--- config.mk ---
export PLATFORM = sky130hd
export DESIGN_NAME = fetch_unit
export DESIGN_NICKNAME = d
export VERILOG_FILES = /design/src/rtl/fetch_pkg.sv /design/src/rtl/fetch_skid.sv /design/src/rtl/fetch_unit.sv
export SDC_FILE = /design/constraint.sdc
export NUM_CORES = 1
export LEC_CHECK = 0
export ABC_AREA = 1
export CAP_MARGIN = 30
export CELL_PAD_IN_SITES_DETAIL_PLACEMENT = 2
export CELL_PAD_IN_SITES_GLOBAL_PLACEMENT = 2
export CORE_MARGIN = 1
export CORE_UTILIZATION = 28
export CTS_CLUSTER_DIAMETER = 80
export DETAILED_ROUTE_END_ITERATION = 8
export PLACE_DENSITY = 0.89
export REMOVE_ABC_BUFFERS = 1
export SYNTH_ARGS = -nofsm -noshare
export SYNTH_HDL_FRONTEND = slang
export SYNTH_SLANG_ARGS = --single-unit
--- constraint.sdc ---
create_clock -name clk -period 1.65 [get_ports clk]
set_input_delay 0.33 -clock clk [delete_from_list [all_inputs] [get_ports clk]]
set_output_delay 0.33 -clock clk [all_outputs]
set_load 0.01 [all_outputs]
--- src/rtl/fetch_pkg.sv ---
// Shared fetch-stage widths, bubble encoding and the fetch bundle handed to decode.
package fetch_pkg;

    localparam int unsigned PC_W = 10;
    localparam int unsigned IR_W = 16;

    localparam logic [IR_W-1:0] NOP_IR = 16'h0000;

    typedef struct packed {
        logic            valid;
        logic [IR_W-1:0] ir;
        logic [PC_W-1:0] pc;
    } fetch_bundle_t;

endpackage

--- src/rtl/fetch_skid.sv ---
// One-entry skid buffer: catches the in-flight fetch when decode stalls.
module fetch_skid
    import fetch_pkg::*;
(
    input  logic          clk,
    input  logic          i_reset,
    input  logic          i_flush,
    input  logic          i_load,
    input  logic          i_drain,
    input  fetch_bundle_t i_bundle,
    output fetch_bundle_t o_bundle
);

    fetch_bundle_t r_entry;

    // Reset and flush dominate; load and drain are never requested together.
    always_ff @(posedge clk) begin
        if (i_reset || i_flush) begin
            r_entry <= '{valid: 1'b0, ir: NOP_IR, pc: '0};
        end else if (i_load) begin
            r_entry <= i_bundle;
        end else if (i_drain) begin
            r_entry.valid <= 1'b0;
        end
    end

    assign o_bundle = r_entry;

endmodule

--- src/rtl/fetch_unit.sv ---
// Instruction-fetch stage: owns the PC, drives the synchronous imem and feeds
// decode through a registered valid/stall interface backed by a skid entry.
module fetch_unit #(
    parameter int unsigned     PC_W     = fetch_pkg::PC_W,
    parameter int unsigned     IR_W     = fetch_pkg::IR_W,
    parameter logic [PC_W-1:0] RESET_PC = '0
) (
    input  logic            clk,
    input  logic            reset,
    input  logic            stall,
    input  logic            redirect,
    input  logic [PC_W-1:0] redirect_pc,
    output logic [PC_W-1:0] imem_addr,
    input  logic [IR_W-1:0] imem_q,
    output logic            fd_valid,
    output logic [IR_W-1:0] fd_ir,
    output logic [PC_W-1:0] fd_pc
);

    localparam int unsigned B_PC_W = fetch_pkg::PC_W;
    localparam int unsigned B_IR_W = fetch_pkg::IR_W;

    logic [PC_W-1:0] r_pc;
    logic            r_inflight_valid;
    logic [PC_W-1:0] r_inflight_pc;
    logic            r_fd_valid;
    logic [IR_W-1:0] r_fd_ir;
    logic [PC_W-1:0] r_fd_pc;

    fetch_pkg::fetch_bundle_t w_skid_in;
    fetch_pkg::fetch_bundle_t w_skid_out;
    logic                     w_skid_load;
    logic                     w_skid_drain;

    // The memory returns the in-flight word this cycle; park it if decode stalls.
    assign w_skid_in    = '{valid: 1'b1,
                            ir:    B_IR_W'(imem_q),
                            pc:    B_PC_W'(r_inflight_pc)};
    assign w_skid_load  = !reset && !redirect && stall && r_inflight_valid;
    assign w_skid_drain = !stall && w_skid_out.valid;

    fetch_skid u_skid (
        .clk      (clk),
        .i_reset  (reset),
        .i_flush  (redirect),
        .i_load   (w_skid_load),
        .i_drain  (w_skid_drain),
        .i_bundle (w_skid_in),
        .o_bundle (w_skid_out)
    );

    // PC and in-flight tracking: issue every unstalled cycle.
    always_ff @(posedge clk) begin
        if (reset) begin
            r_pc             <= RESET_PC;
            r_inflight_valid <= 1'b0;
            r_inflight_pc    <= '0;
        end else if (redirect) begin
            r_pc             <= redirect_pc;
            r_inflight_valid <= 1'b0;
        end else if (!stall) begin
            r_pc             <= r_pc + PC_W'(1);
            r_inflight_valid <= 1'b1;
            r_inflight_pc    <= r_pc;
        end else begin
            r_inflight_valid <= 1'b0;
        end
    end

    // Decode-facing register: skid entry has priority over the fresh fetch.
    always_ff @(posedge clk) begin
        if (reset) begin
            r_fd_valid <= 1'b0;
            r_fd_ir    <= '0;
            r_fd_pc    <= '0;
        end else if (redirect) begin
            r_fd_valid <= 1'b0;
            r_fd_ir    <= IR_W'(fetch_pkg::NOP_IR);
        end else if (!stall) begin
            if (w_skid_out.valid) begin
                r_fd_valid <= 1'b1;
                r_fd_ir    <= IR_W'(w_skid_out.ir);
                r_fd_pc    <= PC_W'(w_skid_out.pc);
            end else if (r_inflight_valid) begin
                r_fd_valid <= 1'b1;
                r_fd_ir    <= imem_q;
                r_fd_pc    <= r_inflight_pc;
            end else begin
                r_fd_valid <= 1'b0;
                r_fd_ir    <= IR_W'(fetch_pkg::NOP_IR);
            end
        end
    end

    assign imem_addr = r_pc;
    assign fd_valid  = r_fd_valid;
    assign fd_ir     = r_fd_ir;
    assign fd_pc     = r_fd_pc;

endmodule
# Word-level counts from Yosys, hierarchy flattened
# Index checks and enable logic that the tools add are counted.
# word_totals
output_inout_bits,37
register_bits,75
# op_classes
reduce_logical,13
n_mux,11
bitwise,2
add_sub_neg,1
n_eq_ne,1
# op_table
op,count
$mux W10,4
$mux W16,2
$add A10 B1 Y10 const B,1
$mux W1,5
$logic_and A1 B1 Y1,4
$reduce_bool A2 Y1,2
$logic_not A1 Y1,3
$reduce_and A3 Y1,1
$ne A2 B1 Y1 const B,1
$not A1 Y1,2
$reduce_and A2 Y1,1
$reduce_or A2 Y1,1
$logic_or A1 B1 Y1,1

# Logic depth before layout (Yosys ltp)
# depth
ltp_word,5
ltp_mapped,8
mapped_depth_nobuf,8

# Hierarchy
# A second synthesis with hierarchy kept.
# unflattened
hier_cells,471
hier_area_um2,3343.2
# modules_own_cells
module,instances,area_per_inst_um2,cells_per_inst
fetch_unit,1,2182.1,299
fetch_skid,1,1161.1,172

# Least setup slack after synthesis
# No wires, ideal clock.
# synth_timing
kind,input port to flip-flop
startpoint,input reset
endpoint,"register u_skid.r_entry, in the netlist u_skid.o_bundle[14]"
cell_stages,6
setup_time_ns,0.121
slack_ns,0.416
required_time_ns,1.529
n_path_buf,2
arrival_time_ns,1.113
cell_sequence,buf_6 > nor2_4 > nand2_2 > nor2_4 > buf_2 > o21ai_0
# synth_between
elab_chain_cells,4
# synth_rtl
element,line_no,rtl
start: declaration,fetch_unit.sv:9,"input logic reset,"
$logic_not A1 Y1,fetch_unit.sv:39,assign w_skid_load = !reset && !redirect && stall && r_inflight_valid;
$logic_and A1 B1 Y1 (3 in series),fetch_unit.sv:39,
end signal: assignment,fetch_skid.sv:19,"r_entry <= '{valid: 1'b0, ir: NOP_IR, pc: '0};"
end signal: assignment,fetch_skid.sv:21,r_entry <= i_bundle;
end: declaration,fetch_skid.sv:14,fetch_bundle_t r_entry;
# Several ways; a longest one is shown, not always the timed one.
# A chain may end at the register's enable or synchronous reset.

# Final worst setup path
# layout_timing
startpoint,register r_pc[6] (netlist: imem_addr[6])
endpoint,output imem_addr[6]
# layout_rtl
element,line_no,rtl
start: declaration,fetch_unit.sv:23,logic [PC_W-1:0] r_pc;
start signal: assignment,fetch_unit.sv:59,r_pc <= redirect_pc;
start signal: assignment,fetch_unit.sv:62,r_pc <= r_pc + PC_W'(1);
end: declaration,fetch_unit.sv:13,"output logic [PC_W-1:0] imem_addr,"
# No word-level cell between the ends.

==> metrics <==
Post-Layout Inst Area 0.00453 mm²; drt pass-1 iters 4; TritonCTS buffer count 9; sequential area share after synthesis between 40% and 50%; port bufs 66; Syn-to-layout area delta 43.2%; Fill cells 1309; crit share post-route 97.0%; share of layout cells above drive strength 1 13.5%; CP delay by family, top buffers and inverters; Final setup viols 0; DP Wirelength approximately 8700 µm; crit path buf inv count 1; number of global-route vias before repair approximately 3.7k; Hold WC Path Type flop to flop; Worst Path Max Fanout 5; Leakage 1.87 nW; Clock transition at path regs 0.06 ns; Starting Density 28.9%; Max-Cap Viols 0; die span in x 108 µm; first-pass GRT wire length between 15000 and 20000 µm; GR Util All Layers between 20% and 30%; final hold slack 0.457 ns; kind of critical path flop to primary output; status finished clean; # clock sinks 75; number of antenna violations at the first check in global routing 0; num rows 38; DIE HEIGHT ~110 µm; Wirelength per Cell approximately 18 µm; Critical Path AT 1.27 ns; Worst Skew 0.00760 ns; Avg Vias per Cell 4.90; flops & latches, synth 75; fmax 625 MHz; Iteration-0 DRC Markers 59; RSZ-0062 raised after global routing false; worst endpoint required time approximately 1.3 ns; CP Cell Sequence clkdlybuf4s50_1; async set-reset flop share out of synthesis 0%; TritonCTS clock tree yes; Slew @ Worst Pin ~0.39 ns; Max IR drop VDD 398 µV; final core occ about 41%; ys flop type dfxtp_1; Post-Syn Area 0.00316 mm²; YS warnings 0; Rel. slew slack roughly 74%; largest net degree at the start of global routing 27; # DRC 0; EDFF count, synth 0; Cells after Synth between 400 and 500; Synth cell types 28; core box area 0.0109 mm²; IO Count 67; placed insts 657; Slowest cell on crit path clkdlybuf4s50_1; CP Launch Type flop; post-placement cell area 0.00421 mm²; Worst path max stage delay 0.55 ns; GRT overflow 0; Skew-Pair Late Insertion Delay 0.34 ns; H-tree depth 3; nets 559; CTS max path bufs 2; Die Area 0.0117 mm²; clock root cell clkbuf_16; Post-Route WL between 10000 and 15000 µm; min Tclk post-route 1.60 ns; GPL Wtd Cong ~0.82; Fin. Hold Viols 0; ANT nets after route 0; fin. max-slew vios 0; number of antenna diodes 0; Syn Area/Cell 7.29 µm²; non-filler instance count after layout 673; Power Density 962 mW/mm²; routed vias 3299; crit end category primary output
-- per-stage QoR --
stage                     power (mW)  setup slack (ns)  TNS, ns
after floorplan                 2.08            -0.102    -1.02
after global placement          2.35            -0.126    -4.72
after detailed placement        2.38            -0.254    -9.69
after CTS                       4.40           0.00769        0
after global routing            4.51          0.000807        0
final                           4.35            0.0492        0
-- cell usage after synthesis (all sizes together), types with 2 or more instances --
| cell type | number | area share (%) |
|---|---|---|
| a211oi | 2 | 0.47 |
| nor2 | 72 | 9.5 |
| o21ai | 81 | 13 |
| dfxtp | 75 | 47 |
| nand3 | 7 | 1.1 |
| nand2 | 90 | 11 |
| buf | 12 | 2.4 |
| o31ai | 6 | 1.4 |
| nand3b | 4 | 0.95 |
| clkbuf | 9 | 1.1 |
| inv | 37 | 4.4 |
| o211ai | 2 | 0.47 |
| a21oi | 32 | 5.2 |
-- cell families after synthesis --
logic type               count (synthesis)  synth area share (%)
AND/OR/NAND/NOR                        173                  23.1
AO/OA/AOI/OAI                          126                  21.1
flip-flops                              75                  47.5
buffers and inverters                   59                  7.99
adder cells (fa/ha/maj)                  1                 0.396
-- layout by cell type, fill, tap and decap left out, types with 3 or more instances in the layout --
cell	n
clkdlybuf4s50_1	61
dfxtp_2	5
nand3b_1	4
clkbuf_16	9
clkinv_4	3
nand3_1	7
buf_4	34
o21ai_0	72
a21oi_1	31
buf_12	3
inv_1	35
nand2_1	84
dfxtp_1	70
nor2_1	68
dlygate4sd2_1	3
o31ai_1	6
o21ai_1	9
nand2_2	4
-- power breakdown --
group,total (mW),switching (mW),internal [mW]
Clock,2.01,0.825,1.18
Combinational,0.444,0.231,0.213
Sequential,1.90,0.0432,1.86
Total,4.35,1.10,3.26
-- final cells by class --
type                       count  area, µm²  area share [%]
multi-input combinational    300       1410            31.1
clock inverter                 7       77.6            1.71
timing repair buffer         104        988            21.8
inverter                      38        143            3.15
sequential                    75       1510            33.3
tap                          140        175            3.87
clock buffer                   9        225            4.98
-- sequential cells by signal, indices dropped and copies added (netlist names) --
signal,cells
r_inflight_pc,10
u_skid.o_bundle,27
r_inflight_valid,1
fd_ir,16
fd_pc,10
fd_valid,1
imem_addr,10
-- metal layers --
| metal | up-vias | part of all wire, % | global-route usage [%] |
|---|---|---|---|
| li1 | 1597 | - | - |
| met5 | - | 0 | 0 |
| met4 | 0 | 2.5 | 7.72 |
| met1 | 1599 | 41 | 23.2 |
| met3 | 23 | 3.6 | 4.52 |
| met2 | 80 | 53 | 42.6 |
-- worst paths after layout --
path	slack, ns	end	cells past startpoint	startpoint
hold / removal	0.46	u_skid.o_bundle[8]	2	u_skid.o_bundle[8]
setup reg to reg	0.12	imem_addr[8]	8	imem_addr[0]
hold reg to reg	0.46	u_skid.o_bundle[8]	2	u_skid.o_bundle[8]
setup / recovery	0.05	imem_addr[6]	1	imem_addr[6]
-- worst register-to-register path, delay by kind of cell, from the launching register on --
family	cells	cell delay, ns
flops	1	0.41
buf+inv	1	0.04
simple gates	6	0.76
fa+ha+maj	1	0.22
-- repair_timing --
action | in CTS | in global routing
endpoints found under the setup margin | 7 | 9
hold endpoints to repair | 0 | 0
buffers inserted | 0 | 0
hold buffers | 0 | 0
gates resized for setup | 7 | 9
Power figures use the tool's default switching activity.
